**src/rtl/ooo_commit_trace_buffer_pkg.sv**
```systemverilog
// Shared types for the commit-trace buffer: record layout, capture modes and FSM states.
package ooo_commit_trace_buffer_pkg;

  localparam int unsigned TRACE_XLEN  = 32;
  localparam int unsigned TRACE_SEQ_W = 16;

  typedef struct packed {
    logic [TRACE_SEQ_W-1:0] seq;
    logic [TRACE_XLEN-1:0]  pc;
    logic [TRACE_XLEN-1:0]  instr;
    logic [4:0]             rd;
    logic [TRACE_XLEN-1:0]  wdata;
  } trace_rec_t;

  typedef enum logic [1:0] {
    MODE_WRAP = 2'd0,
    MODE_STOP = 2'd1,
    MODE_TRIG = 2'd2,
    MODE_RSVD = 2'd3
  } trace_mode_t;

  typedef enum logic [1:0] {
    ST_IDLE    = 2'd0,
    ST_CAPTURE = 2'd1,
    ST_POST    = 2'd2,
    ST_FROZEN  = 2'd3
  } trace_state_t;

  // The reserved encoding captures exactly like WRAP.
  function automatic trace_mode_t decode_mode(input logic [1:0] raw);
    case (raw)
      2'd1:    return MODE_STOP;
      2'd2:    return MODE_TRIG;
      default: return MODE_WRAP;
    endcase
  endfunction

endpackage

```
**src/rtl/ooo_commit_trace_buffer_packer.sv**
```systemverilog
// Packs valid commit channels into consecutive slots, storing at most 'limit' records per cycle.
module trace_ch_packer
  import ooo_commit_trace_buffer_pkg::*;
#(
  parameter int unsigned NUM_CH = 2,
  parameter int unsigned LIM_W  = 6
) (
  input  logic [NUM_CH-1:0]            valid,
  input  logic [LIM_W-1:0]             limit,
  output logic [NUM_CH-1:0]            we,
  output logic [NUM_CH-1:0][LIM_W-1:0] offset,
  output logic [LIM_W-1:0]             n_store,
  output logic [LIM_W-1:0]             n_drop
);

  logic [LIM_W-1:0] rank;

  // offset is the rank among valid channels, which is also the seq delta of that commit.
  always_comb begin
    we      = '0;
    offset  = '0;
    n_store = '0;
    n_drop  = '0;
    rank    = '0;
    for (int unsigned i = 0; i < NUM_CH; i++) begin
      offset[i] = rank;
      if (valid[i]) begin
        if (rank < limit) begin
          we[i]   = 1'b1;
          n_store = n_store + LIM_W'(1);
        end else begin
          n_drop = n_drop + LIM_W'(1);
        end
        rank = rank + LIM_W'(1);
      end
    end
  end

endmodule

```
**src/rtl/ooo_commit_trace_buffer.sv**
```systemverilog
// Debug commit-trace capture: circular flop buffer with wrap, stop-on-full and PC-trigger modes.
module ooo_commit_trace_buffer
  import ooo_commit_trace_buffer_pkg::*;
#(
  parameter  int unsigned NUM_CH = 2,
  parameter  int unsigned DEPTH  = 16,
  parameter  int unsigned XLEN   = 32,
  parameter  int unsigned SEQ_W  = 16,
  localparam int unsigned PW     = $clog2(DEPTH),
  localparam int unsigned REC_W  = SEQ_W + 3*XLEN + 5
) (
  input  logic                         clk,
  input  logic                         reset_n,
  input  logic [NUM_CH-1:0]            commit_valid,
  input  logic [NUM_CH-1:0][XLEN-1:0]  commit_pc,
  input  logic [NUM_CH-1:0][XLEN-1:0]  commit_instr,
  input  logic [NUM_CH-1:0][4:0]       commit_rd,
  input  logic [NUM_CH-1:0][XLEN-1:0]  commit_wdata,
  input  logic                         flush_in_prog,
  input  logic [1:0]                   cfg_mode,
  input  logic [XLEN-1:0]              cfg_trig_pc,
  input  logic [PW-1:0]                cfg_post_cnt,
  input  logic                         arm,
  output logic                         rd_valid,
  input  logic                         rd_ready,
  output logic [REC_W-1:0]             rd_data,
  output logic [PW:0]                  count,
  output logic [15:0]                  overflow_cnt,
  output logic [1:0]                   state_o
);

  localparam int unsigned LIM_W = PW + 2;

  typedef struct packed {
    logic [SEQ_W-1:0] seq;
    logic [XLEN-1:0]  pc;
    logic [XLEN-1:0]  instr;
    logic [4:0]       rd;
    logic [XLEN-1:0]  wdata;
  } rec_t;

  rec_t                            mem [DEPTH];
  trace_state_t                    state, state_next;
  trace_mode_t                     mode;
  logic [PW-1:0]                   head, tail, post_rem;
  logic [SEQ_W-1:0]                seq, seq_step;
  logic                            active, trig_hit, pop;
  logic [NUM_CH-1:0]               live, store_valid, we;
  logic [NUM_CH-1:0][LIM_W-1:0]    offset;
  logic [LIM_W-1:0]                limit, n_store, n_drop, free, over;
  logic [LIM_W-1:0]                trig_rank, scan_rank, post_next, count_next;
  logic [16:0]                     ovf_sum;

  assign mode = decode_mode(cfg_mode);

  always_comb begin
    live        = flush_in_prog ? '0 : commit_valid;
    active      = (state == ST_CAPTURE || state == ST_POST) && !arm;
    store_valid = active ? live : '0;
    seq_step    = (state != ST_IDLE && !arm) ? SEQ_W'($countones(live)) : '0;
    free        = LIM_W'(DEPTH) - LIM_W'(count);
  end

  // Rank of the trigger channel is recomputed here so it does not depend on the packer outputs.
  always_comb begin
    trig_hit  = 1'b0;
    trig_rank = '0;
    scan_rank = '0;
    if (state == ST_CAPTURE && mode == MODE_TRIG) begin
      for (int unsigned i = 0; i < NUM_CH; i++) begin
        if (store_valid[i]) begin
          if (!trig_hit && commit_pc[i] == cfg_trig_pc) begin
            trig_hit  = 1'b1;
            trig_rank = scan_rank;
          end
          scan_rank = scan_rank + LIM_W'(1);
        end
      end
    end
  end

  always_comb begin
    limit = '0;
    case (state)
      ST_CAPTURE: begin
        if (mode == MODE_STOP)
          limit = free;
        else if (trig_hit)
          limit = trig_rank + LIM_W'(1) + LIM_W'(cfg_post_cnt);
        else
          limit = LIM_W'(NUM_CH);
      end
      ST_POST: limit = LIM_W'(post_rem);
      default: limit = '0;
    endcase
  end

  trace_ch_packer #(
    .NUM_CH (NUM_CH),
    .LIM_W  (LIM_W)
  ) u_packer (
    .valid   (store_valid),
    .limit   (limit),
    .we      (we),
    .offset  (offset),
    .n_store (n_store),
    .n_drop  (n_drop)
  );

  // Records stored beyond the free space overwrite the oldest entries and push head forward.
  always_comb begin
    over       = (n_store > free) ? n_store - free : '0;
    count_next = LIM_W'(count) + n_store - over;
    ovf_sum    = {1'b0, overflow_cnt} + 17'(n_drop) + 17'(over);
    pop        = rd_valid && rd_ready;
    post_next  = LIM_W'(post_rem);
    if (trig_hit)
      post_next = LIM_W'(cfg_post_cnt) - (n_store - trig_rank - LIM_W'(1));
    else if (state == ST_POST)
      post_next = LIM_W'(post_rem) - n_store;
  end

  always_ff @(posedge clk) begin
    if (!reset_n)
      state <= ST_IDLE;
    else
      state <= state_next;
  end

  always_comb begin
    state_next = state;
    if (arm) begin
      state_next = ST_CAPTURE;
    end else begin
      case (state)
        ST_CAPTURE: begin
          if (trig_hit)
            state_next = (post_next == '0) ? ST_FROZEN : ST_POST;
          else if (mode == MODE_STOP && count_next == LIM_W'(DEPTH))
            state_next = ST_FROZEN;
        end
        ST_POST: if (post_next == '0) state_next = ST_FROZEN;
        default: state_next = state;
      endcase
    end
  end

  always_comb begin
    rd_valid = (state == ST_FROZEN || state == ST_IDLE) && count != '0;
    state_o  = state;
    rd_data  = rd_valid ? mem[head] : '0;
  end

  always_ff @(posedge clk) begin
    if (!reset_n || arm) begin
      head         <= '0;
      tail         <= '0;
      count        <= '0;
      seq          <= '0;
      overflow_cnt <= '0;
      post_rem     <= '0;
    end else begin
      head         <= head + PW'(over) + PW'(pop);
      tail         <= tail + PW'(n_store);
      count        <= (PW+1)'(count_next) - (PW+1)'(pop);
      seq          <= seq + seq_step;
      overflow_cnt <= ovf_sum[16] ? 16'hFFFF : ovf_sum[15:0];
      post_rem     <= PW'(post_next);
    end
  end

  always_ff @(posedge clk) begin
    for (int unsigned i = 0; i < NUM_CH; i++) begin
      if (we[i])
        mem[tail + PW'(offset[i])] <= '{seq:   seq + SEQ_W'(offset[i]),
                                       pc:    commit_pc[i],
                                       instr: commit_instr[i],
                                       rd:    commit_rd[i],
                                       wdata: commit_wdata[i]};
    end
  end

endmodule

```
**config.mk**
```make
export PLATFORM = sky130hd
export DESIGN_NAME = ooo_commit_trace_buffer
export DESIGN_NICKNAME = d
export VERILOG_FILES = /design/src/rtl/ooo_commit_trace_buffer_pkg.sv /design/src/rtl/ooo_commit_trace_buffer_packer.sv /design/src/rtl/ooo_commit_trace_buffer.sv
export SDC_FILE = /design/constraint.sdc
export NUM_CORES = 2
export LEC_CHECK = 0
export CAP_MARGIN = 25
export CORE_MARGIN = 2
export CORE_UTILIZATION = 40
export CTS_BUF_LIST = sky130_fd_sc_hd__clkbuf_8
export DETAILED_ROUTE_END_ITERATION = 16
export PLACE_DENSITY = 0.55
export REMOVE_ABC_BUFFERS = 1
export SYNTH_ARGS = -nofsm -noshare
export SYNTH_HDL_FRONTEND = slang
export SYNTH_SLANG_ARGS = --single-unit
```
**constraint.sdc**
```tcl
create_clock -name clk -period 17.7 [get_ports clk]
set_input_delay 3.54 -clock clk [delete_from_list [all_inputs] [get_ports clk]]
set_output_delay 3.54 -clock clk [all_outputs]
set_load 0.03 [all_outputs]
```
==> metrics.txt <==
Final min period=12.65 ns; nets=6526; Die Area=0.2600 mm²; IO Pins=388; CTS tree=yes; worst path required time=18.69 ns; LEAKAGE=37.71 nW; part of the power in registers=47.0%; dpl cells=9212; reg2reg setup slack=7.71 ns; Pwr Total=10.72 mW; DR pass1 iterations=5; Die Y=509.9 µm; initial core utilization=40.25%; synth top area cells=edfxtp_1, mux2_2, mux4_2; Comb power frac=16.3%; Post-synth EDFFs=1872; first-pass GRT wire length=475600 µm; area share of the largest cell type after synthesis=54.90%; count leader, synth=edfxtp_1; CTS Buf Count=363; total number of vias=59270; share of cells above drive strength 1=42.62%; outcome=finished, final reports clean; # H-tree levels=5; Mapped Cells=6000; Tot GR Track Use=25.81%; max_cap viols=0; largest net degree at the start of global routing=171; CP Launch Point=commit_pc[17]; CP max FO=57; Iter 0 DRT Violations=6078; routed length per instance=34.60 µm; setup TNS=0 ns; worst skew pair latency=1.08 ns; worst vdd ir=0.1206 mV; WP data arrival=13.64 ns; fin crit share=71.47%; vias in the first global route=61820; R2R depth=38; Post-DRT Antenna Nets=0; Residual DRC=0; Sw Pwr=2.944 mW; fin. max-slew vios=0; #FFs+latches synth=1923; cell area after technology mapping=0.1024 mm²; relative slew slack=22.26%; CP Capture Point=overflow_cnt[0]; unrepaired setup endpoints after global routing=no; Slew @ Worst Pin=1.166 ns; vias per cell=6.023; maximum clock path buffer count=4; die width=509.9 µm; Distinct cells, synth=69; Main synth FF type=edfxtp_1; DPL Wire Length=171500 µm; Async SR Flop Fraction=0%; sw frac=27.47%; Clk network pwr share=36.7%; yosys warns=0; Final setup viols=0; Fin Hold WS=0.5559 ns; Area Growth Syn to Fin=12.32%; final WL=340500 µm; CP endpoint kind=register; Worst path max stage delay=0.73 ns; Core ar.=0.2544 mm²; RR Startpoint=state_o[0]; Fmax=79.05 MHz; gr ovfl total=0; slowest cell on the critical path=clkdlybuf4s50_1; top cells by count, synth=edfxtp_1, mux2_2, mux4_2; gp weighted congestion=0.7904; Hold Fails Final Rpt=0; P_int=7.771 mW; post-cts hold buffer count=0; clock root buffer=clkbuf_8; top cell type by total area after synthesis=edfxtp_1; PostCTS Resize Cnt=0; PD cells=93.17 mW/mm²; IO Port Bufs=387; Post CTS Setup Buffer Count=0; Clock Skew=0.09505 ns; sequential share of the synthesized area=55.90%; Sink Count=1923; Reg clk slew, reported paths=0.06 ns; Row Count=185; worst hold path type=reg -> reg; Crit Path Category=in -> reg; initial antenna violation count=47; Finished Layout Cells=9841; Syn Area/Cell=17.06 µm²; Startpoint Class=primary input; reg2reg end=overflow_cnt[0]
==> registers in the layout (all words and copies together) (netlist names) <==
name	count
count	5
head	4
mem	1872
overflow_cnt	16
post_rem	4
seq	16
state_o	2
tail	4
==> cells by family after synthesis <==
logic type | after synthesis | synth area share, %
XOR/XNOR | 315 | 2.709
other | 2 | 0.007335
buffers and inverters | 730 | 3.755
AO/OA/AOI/OAI | 327 | 2.448
adder cells (fa/ha/maj) | 63 | 0.8652
flip-flops | 1923 | 55.90
multiplexers | 2255 | 32.29
AND/OR/NAND/NOR | 385 | 2.027
==> worst min path at each step <==
| stage | cells after the start | startpoint | end | slack (ns) |
|---|---|---|---|---|
| floorplan | 2 | post_rem[3] | post_rem[3] | 0.57 |
| global placement | 2 | overflow_cnt[12] | overflow_cnt[10] | 0.54 |
| detailed placement | 2 | overflow_cnt[12] | overflow_cnt[10] | 0.54 |
| CTS | 2 | overflow_cnt[12] | overflow_cnt[10] | 0.55 |
| global route | 2 | overflow_cnt[12] | overflow_cnt[10] | 0.58 |
| finish | 2 | overflow_cnt[12] | overflow_cnt[10] | 0.56 |
==> placed cells by master (no fill, tap or decap), drive strengths merged, types with 50 or more instances in the layout <==
master / instances
xor2: 71
xnor2: 244
o211ai: 119
buf: 144
edfxtp: 1872
mux2: 1666
dfxtp: 51
ha: 50
mux4: 585
clkinv: 110
inv: 165
clkdlybuf4s50: 387
nor2: 98
clkbuf: 372
and2: 131
==> through the flow <==
step	instance area, µm²	utilization (%)	setup WS [ns]
2_1_floorplan	98730	-	-6.536
3_3_place_gp	108500	42.64	4.251
3_5_place_dp	108600	42.69	4.090
4_1_cts	114800	45.14	5.277
5_1_grt	115000	45.20	4.480
6_report	115000	45.21	5.050
==> per-layer routing <==
layer  GRT usage [%]  vias to the layer above  routed length, µm  share of wire (%)
met4           6.841                       26               8069                2.4
met2           41.75                     2421             162900                 48
met3           4.075                      544              23410                6.9
met5               0                        -                171              0.050
met1           36.21                    31940             146000                 43
li1                -                    24340                  -                  -
==> cell type report <==
class,instances,area [µm²]
Tap cell,3366,4212
Fill cell,22210,139400
Clock buffer,372,5120
Clock inverter,238,1114
Inverter,47,176.4
Timing Repair Buffer,531,5473
Sequential cell,1923,57250
Multi-Input combinational cell,3350,41620
Antenna cell,14,35.03
==> power groups by stage <==
stage                     Clock (mW)  Combinational, mW  Sequential (mW)
final                           3.93               1.74             5.04
after global routing            4.21               1.84             5.04
after CTS                       4.03               1.76             5.04
after detailed placement           0               1.75             5.13
after global placement             0               1.74             5.13
after floorplan                    0               1.18             5.22
==> worst max-delay path, delay by kind of cell <==
kind	cells	cell delay, ns
simple gates	12	3.39
compound gates	10	2.48
xor+xnor	2	0.87
buf+inv	5	1.39
fa+ha+maj	7	1.92
Power figures use the tool's default switching activity.
